**src/rtl/sp_pkg.sv**
```systemverilog
`default_nettype none
// ============================================================================
// Module   : sp_pkg
// Brief    : Shared definitions for the SP multi-cycle controller: opcode
//            constants, controller state encoding and instruction fields.
// Revision : 1.0 - initial release
// ============================================================================
package sp_pkg;

  // Opcodes
  localparam logic [4:0] OP_ADD = 5'd0;
  localparam logic [4:0] OP_SUB = 5'd1;
  localparam logic [4:0] OP_LSF = 5'd2;
  localparam logic [4:0] OP_RSF = 5'd3;
  localparam logic [4:0] OP_AND = 5'd4;
  localparam logic [4:0] OP_OR  = 5'd5;
  localparam logic [4:0] OP_XOR = 5'd6;
  localparam logic [4:0] OP_LHI = 5'd7;
  localparam logic [4:0] OP_LD  = 5'd8;
  localparam logic [4:0] OP_ST  = 5'd9;
  localparam logic [4:0] OP_JLT = 5'd16;
  localparam logic [4:0] OP_JLE = 5'd17;
  localparam logic [4:0] OP_JEQ = 5'd18;
  localparam logic [4:0] OP_JNE = 5'd19;
  localparam logic [4:0] OP_JIN = 5'd20;
  localparam logic [4:0] OP_HLT = 5'd24;

  // Instruction field bit positions
  localparam int OPC_HI  = 29;
  localparam int OPC_LO  = 25;
  localparam int DST_HI  = 24;
  localparam int DST_LO  = 22;
  localparam int SRC0_HI = 21;
  localparam int SRC0_LO = 19;
  localparam int SRC1_HI = 18;
  localparam int SRC1_LO = 16;
  localparam int IMM_HI  = 15;
  localparam int IMM_LO  = 0;

  // Controller states
  typedef enum logic [3:0] {
    S_IDLE  = 4'd0,
    S_FETCH = 4'd1,
    S_FWAIT = 4'd2,
    S_DEC   = 4'd3,
    S_OPR   = 4'd4,
    S_EXEC  = 4'd5,
    S_MEM   = 4'd6,
    S_MWAIT = 4'd7,
    S_WB    = 4'd8,
    S_HALT  = 4'd9
  } state_t;

  // Conditional jumps JLT..JNE share the "branch if ALU result nonzero" rule
  function automatic logic is_jcc(input logic [4:0] op);
    return (op >= OP_JLT) && (op <= OP_JNE);
  endfunction

endpackage
`default_nettype wire

```
**src/rtl/sp_regfile.sv**
```systemverilog
`default_nettype none
// ============================================================================
// Module   : sp_regfile
// Brief    : SP register file. Index 0 reads zero, index 1 reads the current
//            immediate, indices 2..7 are general-purpose registers. Writes to
//            0 and 1 are discarded.
// Revision : 1.0 - initial release
// ============================================================================
module sp_regfile #(
  parameter int DATA_W = 32
) (
  input  logic              clk,
  input  logic              reset,
  input  logic [2:0]        ra_i,
  input  logic [2:0]        rb_i,
  input  logic [DATA_W-1:0] imm_i,
  output logic [DATA_W-1:0] rd_a_o,
  output logic [DATA_W-1:0] rd_b_o,
  input  logic              we_i,
  input  logic [2:0]        wa_i,
  input  logic [DATA_W-1:0] wd_i
);

  logic [DATA_W-1:0] regs_q [2:7];

  // GPR storage: cleared on reset, written only for indices 2..7
  always_ff @(posedge clk) begin
    if (reset) begin
      for (int i = 2; i <= 7; i++) regs_q[i] <= '0;
    end else if (we_i && (wa_i >= 3'd2)) begin
      regs_q[wa_i] <= wd_i;
    end
  end

  // Read port A with the zero/immediate aliases
  always_comb begin
    rd_a_o = '0;
    case (ra_i)
      3'd0:    rd_a_o = '0;
      3'd1:    rd_a_o = imm_i;
      default: rd_a_o = regs_q[ra_i];
    endcase
  end

  // Read port B with the zero/immediate aliases
  always_comb begin
    rd_b_o = '0;
    case (rb_i)
      3'd0:    rd_b_o = '0;
      3'd1:    rd_b_o = imm_i;
      default: rd_b_o = regs_q[rb_i];
    endcase
  end

endmodule
`default_nettype wire

```
**src/rtl/sp_ctl_mc.sv**
```systemverilog
`default_nettype none
// ============================================================================
// Module   : sp_ctl_mc
// Brief    : Multi-cycle SP controller: fetch/decode/execute against an
//            external combinational ALU and a req/gnt/rvalid memory port.
//            Optional performance counters are built when SP_CTL_PERF_EN is
//            defined; otherwise instr_count/cycle_count are tied to zero.
// Revision : 1.0 - initial release
// ============================================================================
module sp_ctl_mc #(
  parameter int          DATA_W   = 32,
  parameter int          ADDR_W   = 16,
  parameter int unsigned RESET_PC = 0
) (
  input  logic              clk,
  input  logic              reset,
  input  logic              start,
  output logic              mem_req,
  output logic              mem_we,
  output logic [ADDR_W-1:0] mem_addr,
  output logic [DATA_W-1:0] mem_wdata,
  input  logic              mem_gnt,
  input  logic              mem_rvalid,
  input  logic [DATA_W-1:0] mem_rdata,
  output logic [4:0]        opcode,
  output logic [DATA_W-1:0] alu0,
  output logic [DATA_W-1:0] alu1,
  input  logic [DATA_W-1:0] aluout,
  output logic              busy,
  output logic              halted,
  output logic [DATA_W-1:0] instr_count,
  output logic [DATA_W-1:0] cycle_count
);
  import sp_pkg::*;

  localparam logic [ADDR_W-1:0] PC_INIT = ADDR_W'(RESET_PC);

  state_t            state_q, state_d;
  logic [ADDR_W-1:0] pc_q, pc_d;
  logic [31:0]       inst_q;
  logic [4:0]        opc_q;
  logic [2:0]        dst_q, src0_q, src1_q;
  logic [DATA_W-1:0] imm_q, alu0_q, alu1_q, res_q, ld_q;
  logic [DATA_W-1:0] rd_a, rd_b, rf_wd;
  logic [2:0]        rf_ra, rf_wa;
  logic              rf_we, start_ok, jump_taken, w_unused;

  assign start_ok   = start && ((state_q == S_IDLE) || (state_q == S_HALT));
  assign jump_taken = (is_jcc(opc_q) && (res_q != '0)) || (opc_q == OP_JIN);
  assign rf_ra      = (opc_q == OP_LHI) ? dst_q : src0_q;
  assign rf_we      = (state_q == S_WB) &&
                      ((opc_q <= OP_LHI) || (opc_q == OP_LD) || jump_taken);
  assign rf_wa      = jump_taken ? 3'd7 : dst_q;
  assign rf_wd      = jump_taken ? DATA_W'(pc_q) :
                      (opc_q == OP_LD) ? ld_q : res_q;
  assign opcode     = opc_q;
  assign alu0       = alu0_q;
  assign alu1       = alu1_q;
  assign busy       = (state_q != S_IDLE) && (state_q != S_HALT);
  assign halted     = (state_q == S_HALT);
  assign w_unused   = ^inst_q[31:30];

  sp_regfile #(.DATA_W(DATA_W)) u_rf (
    .clk    (clk),
    .reset  (reset),
    .ra_i   (rf_ra),
    .rb_i   (src1_q),
    .imm_i  (imm_q),
    .rd_a_o (rd_a),
    .rd_b_o (rd_b),
    .we_i   (rf_we),
    .wa_i   (rf_wa),
    .wd_i   (rf_wd)
  );

  // Next PC at write-back: taken branch, indirect jump, or sequential (wraps)
  always_comb begin
    pc_d = pc_q + ADDR_W'(1);
    if (opc_q == OP_JIN)
      pc_d = alu0_q[ADDR_W-1:0];
    else if (is_jcc(opc_q) && (res_q != '0))
      pc_d = imm_q[ADDR_W-1:0];
  end

  // State register
  always_ff @(posedge clk) begin
    if (reset) state_q <= S_IDLE;
    else       state_q <= state_d;
  end

  // Next-state logic and memory port drive; address/data come from registers
  // that are frozen while a request waits for grant
  always_comb begin
    state_d   = state_q;
    mem_req   = 1'b0;
    mem_we    = 1'b0;
    mem_addr  = '0;
    mem_wdata = '0;
    case (state_q)
      S_IDLE, S_HALT: if (start) state_d = S_FETCH;
      S_FETCH: begin
        mem_req  = 1'b1;
        mem_addr = pc_q;
        if (mem_gnt) state_d = S_FWAIT;
      end
      S_FWAIT: if (mem_rvalid) state_d = S_DEC;
      S_DEC:   state_d = S_OPR;
      S_OPR:   state_d = S_EXEC;
      S_EXEC: begin
        if ((opc_q == OP_LD) || (opc_q == OP_ST)) state_d = S_MEM;
        else if (opc_q == OP_HLT)                 state_d = S_HALT;
        else                                      state_d = S_WB;
      end
      S_MEM: begin
        mem_req   = 1'b1;
        mem_we    = (opc_q == OP_ST);
        mem_addr  = alu1_q[ADDR_W-1:0];
        mem_wdata = alu0_q;
        if (mem_gnt) state_d = (opc_q == OP_ST) ? S_WB : S_MWAIT;
      end
      S_MWAIT: if (mem_rvalid) state_d = S_WB;
      S_WB:    state_d = S_FETCH;
      default: state_d = S_IDLE;
    endcase
  end

  // Datapath registers, each updated only in its owning state
  always_ff @(posedge clk) begin
    if (reset) begin
      pc_q   <= PC_INIT;
      inst_q <= '0;
      opc_q  <= '0;
      dst_q  <= '0;
      src0_q <= '0;
      src1_q <= '0;
      imm_q  <= '0;
      alu0_q <= '0;
      alu1_q <= '0;
      res_q  <= '0;
      ld_q   <= '0;
    end else begin
      case (state_q)
        S_IDLE, S_HALT: if (start_ok) pc_q <= PC_INIT;
        S_FWAIT: if (mem_rvalid) inst_q <= 32'(mem_rdata);
        S_DEC: begin
          opc_q  <= inst_q[OPC_HI:OPC_LO];
          dst_q  <= inst_q[DST_HI:DST_LO];
          src0_q <= inst_q[SRC0_HI:SRC0_LO];
          src1_q <= inst_q[SRC1_HI:SRC1_LO];
          imm_q  <= DATA_W'($signed(inst_q[IMM_HI:IMM_LO]));
        end
        S_OPR: begin
          alu0_q <= rd_a;
          alu1_q <= (opc_q == OP_LHI) ? imm_q : rd_b;
        end
        S_EXEC:  res_q <= aluout;
        S_MWAIT: if (mem_rvalid) ld_q <= mem_rdata;
        S_WB:    pc_q <= pc_d;
        default: ;
      endcase
    end
  end

`ifdef SP_CTL_PERF_EN
  logic [DATA_W-1:0] icnt_q, ccnt_q;

  // Retired-instruction and busy-cycle counters, cleared by reset or start
  always_ff @(posedge clk) begin
    if (reset || start_ok) begin
      icnt_q <= '0;
      ccnt_q <= '0;
    end else begin
      if (busy) ccnt_q <= ccnt_q + DATA_W'(1);
      if ((state_q == S_WB) || ((state_q == S_EXEC) && (opc_q == OP_HLT)))
        icnt_q <= icnt_q + DATA_W'(1);
    end
  end

  assign instr_count = icnt_q;
  assign cycle_count = ccnt_q;
`else
  assign instr_count = '0;
  assign cycle_count = '0;
`endif

endmodule
`default_nettype wire
```
**config.mk**
```make
export PLATFORM = sky130hd
export DESIGN_NAME = sp_ctl_mc
export DESIGN_NICKNAME = d
export VERILOG_FILES = /design/src/rtl/sp_pkg.sv /design/src/rtl/sp_regfile.sv /design/src/rtl/sp_ctl_mc.sv
export SDC_FILE = /design/constraint.sdc
export NUM_CORES = 1
export LEC_CHECK = 0
export BUFFER_PORTS_ARGS = -buffer_cell sky130_fd_sc_hd__buf_2
export CORE_MARGIN = 3
export CORE_UTILIZATION = 35
export DETAILED_ROUTE_END_ITERATION = 7
export GPL_TIMING_DRIVEN = 0
export HOLD_SLACK_MARGIN = 0.12
export SETUP_SLACK_MARGIN = 0.5
export SYNTH_ARGS = -nofsm -noshare
export SYNTH_HDL_FRONTEND = slang
export SYNTH_HIERARCHICAL = 1
export SYNTH_SLANG_ARGS = --single-unit
export TNS_END_PERCENT = 30
```
**constraint.sdc**
```tcl
create_clock -name clk -period 5.3 [get_ports clk]
set_input_delay 1.06 -clock clk [delete_from_list [all_inputs] [get_ports clk]]
set_output_delay 1.06 -clock clk [all_outputs]
set_load 0.02 [all_outputs]
```
==> flow_summary.ini <==
[run_status]
status = finished clean

[setup_path]
worst_r2r_endpoint = u_rf/regs_q[3][15]
r2r_setup_slack_ps = 1210
startpoint_type = flip-flop
ff2ff_path_depth = 7
path_max_fanout = 10
endpoint_kind = primary output
r2r_start = res_q[7]
crit_type = flip-flop to primary output
critical_path_required_ps = 4240
crit_arrival_ps = 3120

[synthesis]
yosys-top-cells-area = edfxtp_1 (28%), dfxtp_1 (20%), mux2i_1 (7.5%), nand2_1 (7.0%), and2_1 (6.8%)
synth_ff_type = dfxtp_1
synth-edff-count = 192
ys_seq_area_share_pct = 47.8
syn_inst = 2106
ys_seq_elements = 400
synth_top_area_cell = edfxtp_1
synth_area_um2 = 20800
yosysWarnings = 6
async_flop_share_pct = 0
synth_cell_type_count = 68
syn-mean-instance-area_um2 = 9.86
yosysTopAreaCellShare_pct = 27.8

[global_route]
grt_pass1_vias = 17300
antenna_found_initial = 5
grt_pass1_wl_um = 114000
overflow = 0
track_usage_pct = 24.3
grt_max_degree = 37

[cts]
clock_latency_ps = 580
cts_resized = 0
htree_levels = 2
cts_tree = yes
cts_setup_buffers = 0
cts_num_sinks = 400
cts_root_buf = clkbuf_16
clockBufferDepth = 3
hold_buffers = 0
path_clk_slew_ps = 60
cts_buffers = 44

[cells_and_area]
area_delta_synth_final_pct = 17.6
post-route-util_pct = 41.9
fin_area_um2 = 24400
fill_cells = 5668
final_cells = 3204
drive_gt1_share_pct = 21.5
final_nets = 2474

[power_and_ir_drop]
p_leak_nw = 9.13
power_mw = 7.48
pwr_density_cell_nw_per_um2 = 306
irDropWorstVdd_uv = 276

[route]
dr_wl_met3_um = 7370
firstDrtPassIters = 5
totalWireLength_um = 79100
drc = 0
drtAntennaViolNets = 0
num_vias = 17900
wl_per_cell_um = 24.7
highest_layer = met5
vias_per_cell = 5.58
drtIter0Drc = 1755
wl_met2_um = 36600
wl_met1_um = 32000

[floorplanning]
die-area_um2 = 62300
num_io_pins = 254
start_util_pct = 35.7
coreArea_um2 = 58200
die_x_um = 250
chipHeight_um = 250
num_rows = 88

[worst_hold_path]
hold-path-endpoint = imm_q[2]
whs_path_depth = 2
min-delay-start = inst_q[2]
hp-class = flip-flop to flip-flop

[placed_design]
gp_congestion = 0.932
place_inst = 3123
post-dp-hpwl_um = 57600
dp_slack_ps = 1330
portBuffers = 189
placedInstanceArea_um2 = 22900

[timing]
slew_headroom_pct = 20.4
tightest_slew_ps = 1190
rsz0062_at_grt = false
finalHoldViolations = 0
fin_crit_ps = 4180
finalWorstSetupSlack_ps = 1120
tns_ps = 0
finalCritPeriodShare_pct = 78.9
timing.hold.ws_ps = 446
max_freq_mhz = 239
skew_ps = 18.9
slew_viol_final = 0
setup_viol = 0

[job]
drv_cap = 0
## critical path, stage by stage (launching register included)
cell      delay, ps
dfxtp_1         310
buf_4           180
and4bb_2        500
buf_2           320
clkbuf_1        710
a22o_1          320
buf_2           190
## layout make-up
class                           count  area [um^2]  share of cell area (%)
Antenna cell                        1         2.50                  0.0102
Buffer                            246         1580                    6.49
Clock buffer                       70         1380                    5.66
Clock inverter                     10          133                   0.543
Inverter                            8         30.0                   0.123
Multi-Input combinational cell   1515         9460                    38.7
Sequential cell                   400         9930                    40.7
Tap cell                          765          957                    3.92
Timing Repair Buffer              189          946                    3.87
## cells in the final DEF, fill, tap and decap left out, drive strengths merged, types with 9 or more instances in the layout
| cell | count |
|---|---|
| a211oi | 16 |
| a21oi | 231 |
| a221oi | 132 |
| a22o | 16 |
| a22oi | 10 |
| a31oi | 17 |
| and2 | 231 |
| buf | 356 |
| clkbuf | 149 |
| conb | 64 |
| dfxtp | 208 |
| edfxtp | 192 |
| inv | 9 |
| mux2 | 67 |
| mux2i | 155 |
| nand2 | 392 |
| nand3 | 10 |
| nor2 | 36 |
| nor4 | 11 |
| o21ai | 31 |
| o22ai | 10 |
| xnor2 | 10 |
## flip-flops by register name, indices dropped and copies added (netlist names)
name,count
u_rf/regs_q,192
alu0,32
alu1,32
ld_q,32
res_q,32
inst_q,30
imm_q,16
pc_q,16
opcode,5
state_q,4
dst_q,3
src0_q,3
src1_q,3
## Yosys cell counts, drive strengths merged (11+ instances only)
library cell and instances:
nand2 392, edfxtp 192, mux2i 155, a21oi 231
clkbuf 79, a31oi 17, buf 167, dfxtp 208
a211oi 16, nor4 11, a221oi 132, and2 231
mux2 67, o21ai 31, nor2 36, a22o 16
## worst max path at each step
stage,start,endpoint,slack [ps],depth (start not counted)
2_1_floorplan,opcode[3],u_rf/regs_q[6][0],2300,7
6_report,state_q[0],mem_addr[12],1120,6
5_1_grt,state_q[2],mem_addr[15],1000,6
3_5_place_dp,res_q[6],u_rf/regs_q[6][19],1330,7
3_3_place_gp,res_q[6],u_rf/regs_q[2][17],1320,7
4_1_cts,state_q[0],mem_addr[15],1040,6
## where the power goes
group / internal [mW] / switching, mW / total, mW
registers: 3.35 / 0.0798 / 3.43
clock network: 1.93 / 1.28 / 3.21
logic: 0.241 / 0.601 / 0.841
## routing by layer
layer	up-vias	GRT usage [%]
li1	8038	-
met1	8686	31.0
met2	944	39.9
met3	203	5.63
met4	2	9.10
met5	-	0
## cells by family (layout without fill, tap and decap cells)
logic type	after synthesis	count (layout)	synth area share, %
buffers and inverters	254	523	7.77
adder cells (fa/ha/maj)	2	2	0.108
AND/OR/NAND/NOR	739	739	17.7
flip-flops	400	400	47.8
AO/OA/AOI/OAI	477	477	15.0
XOR/XNOR	11	11	0.464
other	1	65	0.0181
multiplexers	222	222	11.1
Note: power is estimated with default switching activity, not from simulation.
